===== src/rtl/elim_pkg.sv =====
// Shared state encoding and result codes for the elimination controller.
package elim_pkg;

  typedef enum logic [1:0] {
    S_IDLE = 2'b00,
    S_LOAD = 2'b01,
    S_RUN  = 2'b10,
    S_DONE = 2'b11
  } state_t;

  typedef enum logic [1:0] {
    ST_OK       = 2'b00,
    ST_TIMEOUT  = 2'b01,
    ST_ALL_ZERO = 2'b10
  } status_t;

endpackage


===== src/rtl/zero_encoder.sv =====
// Maps four per-PU zero flags to the index of the single nonzero PU (00 otherwise).
module zero_encoder
  import elim_pkg::*;
(
  input  logic [3:0] zero,
  output logic [1:0] index
);

  always_comb begin
    index = '0;
    case (zero)
      4'b1110: index = 2'd0;
      4'b1101: index = 2'd1;
      4'b1011: index = 2'd2;
      4'b0111: index = 2'd3;
      default: index = '0;
    endcase
  end

endmodule


===== src/rtl/elim_controller.sv =====
// Load/run/done sequencer for four processing units with end, all-zero and
// iteration-limit exits; results hold until the next run is loaded.
module elim_controller
  import elim_pkg::*;
#(
  parameter int unsigned MAX_ITER = 255
) (
  input  logic       clk,
  input  logic       rst,
  input  logic       start,
  input  logic       end_signal,
  input  logic       PU0_zero,
  input  logic       PU1_zero,
  input  logic       PU2_zero,
  input  logic       PU3_zero,
  output logic       PU_load,
  output logic       PU_en,
  output logic       done,
  output logic [1:0] winner,
  output logic [1:0] status,
  output logic [7:0] iter_count
);

  localparam logic [7:0] ITER_LIMIT = 8'(MAX_ITER);

  state_t     state;
  status_t    status_q;
  logic [3:0] zero_flags;
  logic [1:0] enc_index;
  logic       all_zero;

  assign zero_flags = {PU3_zero, PU2_zero, PU1_zero, PU0_zero};
  assign all_zero   = &zero_flags;
  assign status     = status_q;

  zero_encoder u_zero_encoder (
    .zero  (zero_flags),
    .index (enc_index)
  );

  // Outputs are registered on the transition into each state so they
  // line up exactly with the state register (Moore behaviour).
  always_ff @(posedge clk) begin
    if (rst) begin
      state      <= S_IDLE;
      PU_load    <= 1'b0;
      PU_en      <= 1'b0;
      done       <= 1'b0;
      winner     <= '0;
      status_q   <= ST_OK;
      iter_count <= '0;
    end else begin
      case (state)
        S_IDLE: begin
          if (start) begin
            state      <= S_LOAD;
            PU_load    <= 1'b1;
            winner     <= '0;
            status_q   <= ST_OK;
            iter_count <= '0;
          end
        end
        S_LOAD: begin
          state   <= S_RUN;
          PU_load <= 1'b0;
          PU_en   <= 1'b1;
        end
        S_RUN: begin
          // exit priority: end_signal, then all-zero, then iteration limit
          if (end_signal) begin
            state    <= S_DONE;
            PU_en    <= 1'b0;
            done     <= 1'b1;
            status_q <= ST_OK;
            winner   <= enc_index;
          end else if (all_zero) begin
            state    <= S_DONE;
            PU_en    <= 1'b0;
            done     <= 1'b1;
            status_q <= ST_ALL_ZERO;
            winner   <= '0;
          end else if (iter_count == ITER_LIMIT) begin
            state    <= S_DONE;
            PU_en    <= 1'b0;
            done     <= 1'b1;
            status_q <= ST_TIMEOUT;
            winner   <= '0;
          end else if (iter_count < ITER_LIMIT) begin
            iter_count <= iter_count + 8'd1;
          end
        end
        S_DONE: begin
          state <= S_IDLE;
          done  <= 1'b0;
        end
        default: begin
          state   <= S_IDLE;
          PU_load <= 1'b0;
          PU_en   <= 1'b0;
          done    <= 1'b0;
        end
      endcase
    end
  end

endmodule


===== config.mk =====
export PLATFORM = sky130hd
export DESIGN_NAME = elim_controller
export DESIGN_NICKNAME = d
export VERILOG_FILES = /design/src/rtl/elim_pkg.sv /design/src/rtl/zero_encoder.sv /design/src/rtl/elim_controller.sv
export SDC_FILE = /design/constraint.sdc
export NUM_CORES = 1
export LEC_CHECK = 0
export ABC_CLOCK_PERIOD_IN_PS = 4300
export CAP_MARGIN = 20
export CORE_ASPECT_RATIO = 1.2
export CORE_MARGIN = 1.5
export CORE_UTILIZATION = 51
export DETAILED_ROUTE_END_ITERATION = 6
export MAX_ROUTING_LAYER = met4
export PLACE_DENSITY = 0.81
export SETUP_SLACK_MARGIN = 0.2
export SYNTH_ARGS = -nofsm -noshare
export SYNTH_HDL_FRONTEND = slang
export SYNTH_SLANG_ARGS = --single-unit

===== constraint.sdc =====
create_clock -name clk -period 4.3 [get_ports clk]
set_input_delay 0.645 -clock clk [delete_from_list [all_inputs] [get_ports clk]]
set_output_delay 0.645 -clock clk [all_outputs]
set_load 0.005 [all_outputs]

==> results.tsv <==
stage	metric	value	unit
clocking	cts_resized	0	
setup_path	worstPathCellList	clkdlybuf4s50_1 -> nor2b_1 -> nand2_1 -> or4_1 -> nand3_1	
synth	synthFlopType	dfxtp_1	
synth	yosys.cell_types.count	40	
clocking	cts.htree.levels	1	
synth	synth_area	950.9	sq um
setup_path	critPathKind	primary input to register	
global_route	antenna_found_initial	0	
outcome	run_status	complete, no violations	
clocking	cts_setup_buffers	0	
setup_path	r2r-start	state[0]	
setup_path	r2r-end	iter_count[4]	
final_layout	syn2layout_area_growth	27.50	%
clocking	cts_sinks	17	
timing	setup_tns	0	ns
route	ant_nets	0	
route	drc	0	
timing	hold_viol_final	0	
timing	min_period	2.153	ns
clocking	cts_buffer_depth	2	
clocking	cts_root_buf	clkbuf_4	
synth	synth_area_per_cell	8.887	sq um
setup_path	endpoint_kind	register	
placement	place.gp.congestion	0.8571	
setup_path	path_max_fanout	11	
setup_path	slowest_delay	0.62	ns
setup_path	r2r.worst_path.cells	6	
setup_path	arrival	2.41	ns
clocking	clk_latency	0.30	ns
floorplan	dieWidth	42.42	um
route	vias	953	
min_path	hold_depth	2	
synth	synth-seq-area-share	35.79	%
final_layout	layout-drive-gt1-share	7.634	%
clocking	cts_tree	yes	
min_path	min_to	PU_load	
flow_run	cap_violations	0	
timing	finalMaxSlewViolations	0	
min_path	worstHoldStart	PU_load	
route	drt_pre_antenna_iters	4	
floorplan	num_io_pins	23	
setup_path	crit_slowest_cell	clkdlybuf4s50_1	
route	drt-total-wl	2.350	mm
synth	yosys.area.top_type_share	35.79	%
floorplan	row_count	16	
timing	rsz0062_at_grt	false	
global_route	overflow	0	
global_route	first_global_vias	927	
min_path	hp-class	register to register	
clocking	cts_hold_buf	0	
final_layout	nets	145	
power_and_ir_drop	ir_drop	0.4375	mV
synth	ys_seq_elements	17	
setup_path	cp.buffers_inverters	1	
timing	fmax	0.4644	GHz
setup_path	cpLargestDelayFamily	simple AND/OR/NAND/NOR gates	
placement	dp_hpwl	1.823	mm
power_and_ir_drop	p_per_area	434.7	nW/um^2
timing	whs	0.4659	ns
clocking	path_clk_slew	0.10	ns
timing	min_period_over_period	50.07	%
global_route	grt_pass1_wl	4.029	mm
timing	setup_viol	0	
setup_path	cp_data_required_time	4.55	ns
synth	syn_inst	107	
route	wl_per_cell	15.77	um
global_route	grt_max_degree	13	
placement	io_buffer_count	22	
synth	ys_async_sr_fraction	0	%
synth	yosys_warnings	0	
route	vias_per_cell	6.396	
timing	final.setup_skew	0.005733	ns
synth	synth.largest_area_cell	dfxtp_1	
route	drtIter0Drc	18	
floorplan	die_area	2133	sq um
floorplan	die_h	50.30	um
floorplan	initial_utilization	56.55	%
setup_path	rrSetupSlack	2.30	ns
synth	syn_nets	120	
synth	synth_enable_flop_cells	0	
power_and_ir_drop	power.leakage	0.4270	nW
global_route	track_usage	24.89	%
final_layout	n_antenna_cell	0	
timing	worstMarginPinSlew	0.4860	ns
clocking	cts_buffers	3	
setup_path	startpoint_type	primary input	
floorplan	coreArea	1682	sq um
timing	relSlewSlack	67.39	%
synth	synth_area_leaders	dfxtp_1 36%, ha_1 6.6%, nand2_1 4.7%	
==> where the power goes <==
part	leakage [nW]	switching [mW]	total [mW]	internal, mW
logic	0.271	0.133	0.242	0.108
registers	0.138	0.0163	0.197	0.181
clock network	0.0177	0.0535	0.0882	0.0347
total	0.427	0.203	0.527	0.324
==> state kept, by name, summed over array words and instances, names as in the netlist <==
signal      cells
PU_en           1
PU_load         1
done            1
iter_count      8
state           2
status          2
winner          2
==> cells by family after synthesis <==
logic type | share of synthesized area, %
multiplexers | 5.526
AND/OR/NAND/NOR | 21.32
flip-flops | 35.79
buffers and inverters | 2.894
AO/OA/AOI/OAI | 26.05
adder cells (fa/ha/maj) | 6.579
XOR/XNOR | 1.842
==> synthesized netlist by cell type, types with 3 or more instances <==
| library cell | number |
|---|---|
| a21oi_1 | 6 |
| dfxtp_1 | 17 |
| ha_1 | 5 |
| inv_1 | 5 |
| mux2i_1 | 3 |
| nand2_1 | 12 |
| nand2b_1 | 3 |
| nand3_1 | 5 |
| nand4_1 | 4 |
| nor2_1 | 3 |
| o21ai_0 | 4 |
| o31ai_1 | 3 |
| or4_1 | 3 |
==> worst register-to-register path, delay by kind of cell, from the launching register on <==
family | cells | cell delay [ns]
AND/OR/NAND/NOR | 4 | 1.12
adder cells (fa/ha/maj) | 1 | 0.39
buffers and inverters | 1 | 0.09
flip-flops | 1 | 0.35
==> cells in the final DEF (no fill, tap or decap), drive strengths merged, types with 2 or more instances in the layout <==
master         synthesis  routed
a21oi                  6       6
a41oi                  3       3
and2                   2       2
clkbuf                 1       3
clkdlybuf4s50          0      22
dfxtp                 17      17
ha                     5       5
inv                    5       5
mux2                   2       2
mux2i                  3       3
nand2                 12      12
nand2b                 3       3
nand3                  5       5
nand4                  4       4
nor2                   3       3
nor2b                  2       2
nor3                   2       2
o211ai                 2       2
o21ai                  6       6
o31ai                  3       3
or4                    3       3
xor2                   2       2
==> stage by stage <==
step | utilization [%] | setup WS [ns] | power, mW | instances | area, sq um
2_1_floorplan | - | 2.677 | 0.3654 | 107 | 950.9
3_3_place_gp | 70.46 | 1.963 | 0.4299 | 145 | 1185
3_5_place_dp | 70.46 | 1.854 | 0.4394 | 145 | 1185
4_1_cts | 72.10 | 2.173 | 0.5262 | 149 | 1212
5_1_grt | 72.10 | 1.994 | 0.5627 | 149 | 1212
6_report | 72.10 | 2.147 | 0.5270 | 149 | 1212
==> worst max path at each step <==
stage / from / endpoint / slack [ns] / cells after the start
6_report: rst / iter_count[4] / 2.15 / 5
5_1_grt: rst / iter_count[4] / 1.99 / 5
4_1_cts: rst / iter_count[4] / 2.17 / 5
3_5_place_dp: rst / iter_count[4] / 1.85 / 5
3_3_place_gp: rst / iter_count[7] / 1.96 / 5
2_1_floorplan: PU2_zero / iter_count[4] / 2.68 / 4
==> area by class of cell <==
class | instances | area, sq um
clock buffer | 3 | 22.52
clock inverter | 1 | 5.005
fill | 140 | 469.2
inverter | 5 | 18.77
multi-input combinational | 83 | 583.1
sequential | 17 | 340.3
tap | 18 | 22.52
timing repair buffer | 22 | 220.2
==> layer usage <==
| metal | part of all wire [%] | track usage (%) | up-vias |
|---|---|---|---|
| li1 | - | - | 459 |
| met2 | 47 | 39.49 | 43 |
| met4 | 3.9 | 14.58 | 0 |
| met1 | 43 | 29.82 | 440 |
| met3 | 6.0 | 3.597 | 11 |
| met5 | 0 | - | - |
(Power assumes the default switching activity.)
==> variant: new RTL, same flow settings <==
Reset style: asynchronous (`rst`), changed in one clocked block.
--- a/src/rtl/elim_controller.sv
+++ b/src/rtl/elim_controller.sv
@@ -40,7 +40,7 @@
 
   // Outputs are registered on the transition into each state so they
   // line up exactly with the state register (Moore behaviour).
-  always_ff @(posedge clk) begin
+  always_ff @(posedge clk or posedge rst) begin
     if (rst) begin
       state      <= S_IDLE;
       PU_load    <= 1'b0;
Function: differs if rst is asserted again (counterexample within 4 cycles, from zero or initial values and one cycle with rst high); with rst held inactive, the same outputs for 10 cycles.
==> variant against the unedited design <==
- synthesized cell count is 1.9% lower
- via count is 1.4% lower
- worst hold slack better by 9.5 ps
- final area is 6.0% higher
- sequential power is 13% higher
- cell count is 0.67% lower
- setup slack worse by 82 ps
- total power is 15% higher
- sequential cell count stayed put
- wire length is 0.64% lower
- count of clock-buffer cells in the layout is 1 higher
- synthesized area is 8.0% higher
- largest cell class unchanged
==> variant: results (changes against the unedited design) <==
* Switching power at 242 uW (was 203 uW)
* Outcome: completed (unchanged)
* Crit path DAT at 2470 ps (was 2410 ps)
* Port bufs at 22 (unchanged)
* Place WS at 2010 ps (was 1850 ps)
* Hold Path End: PU_load$_DFFE_PP0P_ (was PU_load$_SDFFE_PP0P_)
* Max incr delay on CP at 510 ps (was 620 ps)
* Wire length on met3 at 152 um (was 141 um)
* CP max-delay cell: ha_1 (was clkdlybuf4s50_1)
* Met1 Wirelength at 994 um (was 1010 um)
* Fmax at 447 MHz (was 464 MHz)
* Synth Area in Adders at 6.09% (was 6.58%)
* Vias in the first global route at 898 (was 927)
* FILL cells at 143 (was 140)
* Detailed-placement wirelength estimate at 1680 um (was 1820 um)
* Met2 Use GR at 38.2% (was 39.5%)
* Top post-synthesis cells by area: dfrtp_1 41%, ha_1 6.1%, nand2_1 5.1% (was dfxtp_1 36%, ha_1 6.6%, nand2_1 4.7%)
* Worst Skew at 5.58 ps (was 5.73 ps)
* Crit-path max FO at 16 (was 11)
* Placer Congestion at 0.849 (was 0.857)
* DR vias/cell at 6.35 (was 6.40)
* First-pass GRT wire length at 3920 um (was 4030 um)
* Netlist cell types at 36 (was 40)
* Routed WL per cell at 15.8 um (about the same)
* Leak pwr at 0.543 nW (was 0.427 nW)
* VDD IR-drop max at 398 uV (was 437 uV)
* Asr flop ratio synth at 100% (was 0%)
* Layout cells sized above 1 at 5.43% (was 7.63%)
* Drt initial violations at 24 (was 18)
* Largest net degree at the start of global routing at 18 (was 13)
* Clock power share at 14.3% (was 16.7%)
* PwrDens at 472 mW/mm2 (was 435 mW/mm2)
* Post-Synth XOR/XNOR Area at 1.71% (was 1.84%)
* Met3 usage in global routing at 2.43% (was 3.60%)
* Mux contribution to synthesized area at 3.05% (was 5.53%)
* Synth Area in Compound Gates at 22.9% (was 26.1%)
* Seq/Total Area, Yosys at 41.4% (was 35.8%)
* Worst R2R Start: state[0]$_DFFE_PP0P_ (was state[0]$_SDFFE_PP0P_)
* Skew-Pair Late Insertion Delay at 300 ps (about the same)
* R2R setup slack at 2070 ps (was 2300 ps)
* Hold path start: PU_load$_DFFE_PP0P_ (was PU_load$_SDFFE_PP0P_)
* Fin nets at 143 (was 145)
* Worst R2R End: iter_count[4]$_DFFE_PP0P_ (was iter_count[4]$_SDFFE_PP0P_)
* Post-CTS Setup Repair Bufs at 0 (unchanged)
* Area after DPL at 0.00126 mm2 (was 0.00118 mm2)
* M1 GR Usage at 29.7% (was 29.8%)
* Total track usage at 24.0% (was 24.9%)
* Comb power frac at 49.1% (was 45.8%)
* Top cells by count, synth: 17 x dfrtp_1, 14 x nand2_1, 7 x inv_1 (was 17 x dfxtp_1, 12 x nand2_1, 6 x a21oi_1)
variant: changes by cell type after synthesis, sizes merged, moves of 3 or more:
cell | before | now
o2bb2ai | 0 | 4
o31ai | 3 | 0
dfrtp | 0 | 17
dfxtp | 17 | 0
or4 | 3 | 0
o21ai | 6 | 2
variant: logic make-up (layout without fill, tap and decap cells):
logic type	after synthesis	after routing
fa+ha+maj	5	5
simple gates	41	41
compound gates	28	28
flops	17	17
buf+inv	9	33
mux	3	3
xor+xnor	2	2
variant: worst min-delay path: stages, from the launching register on:
cell     delay (ps)
dfrtp_1         350
nand2_1          50
nand2_1          50
variant: layout make-up:
class                           count  area, um2  share of cell area [%]
Inverter                            7       26.3                    2.04
Tap cell                           19       23.8                    1.85
Timing Repair Buffer               22        220                    17.1
Clock buffer                        4       26.3                    2.04
Multi-Input combinational cell     79        563                    43.8
Sequential cell                    17        425                    33.1
variant: per-stage QoR:
step	std cells	hold WS, ps
finish	148	475
global route	148	526
CTS	148	485
detailed placement	144	461
global placement	144	456
floorplan	105	466
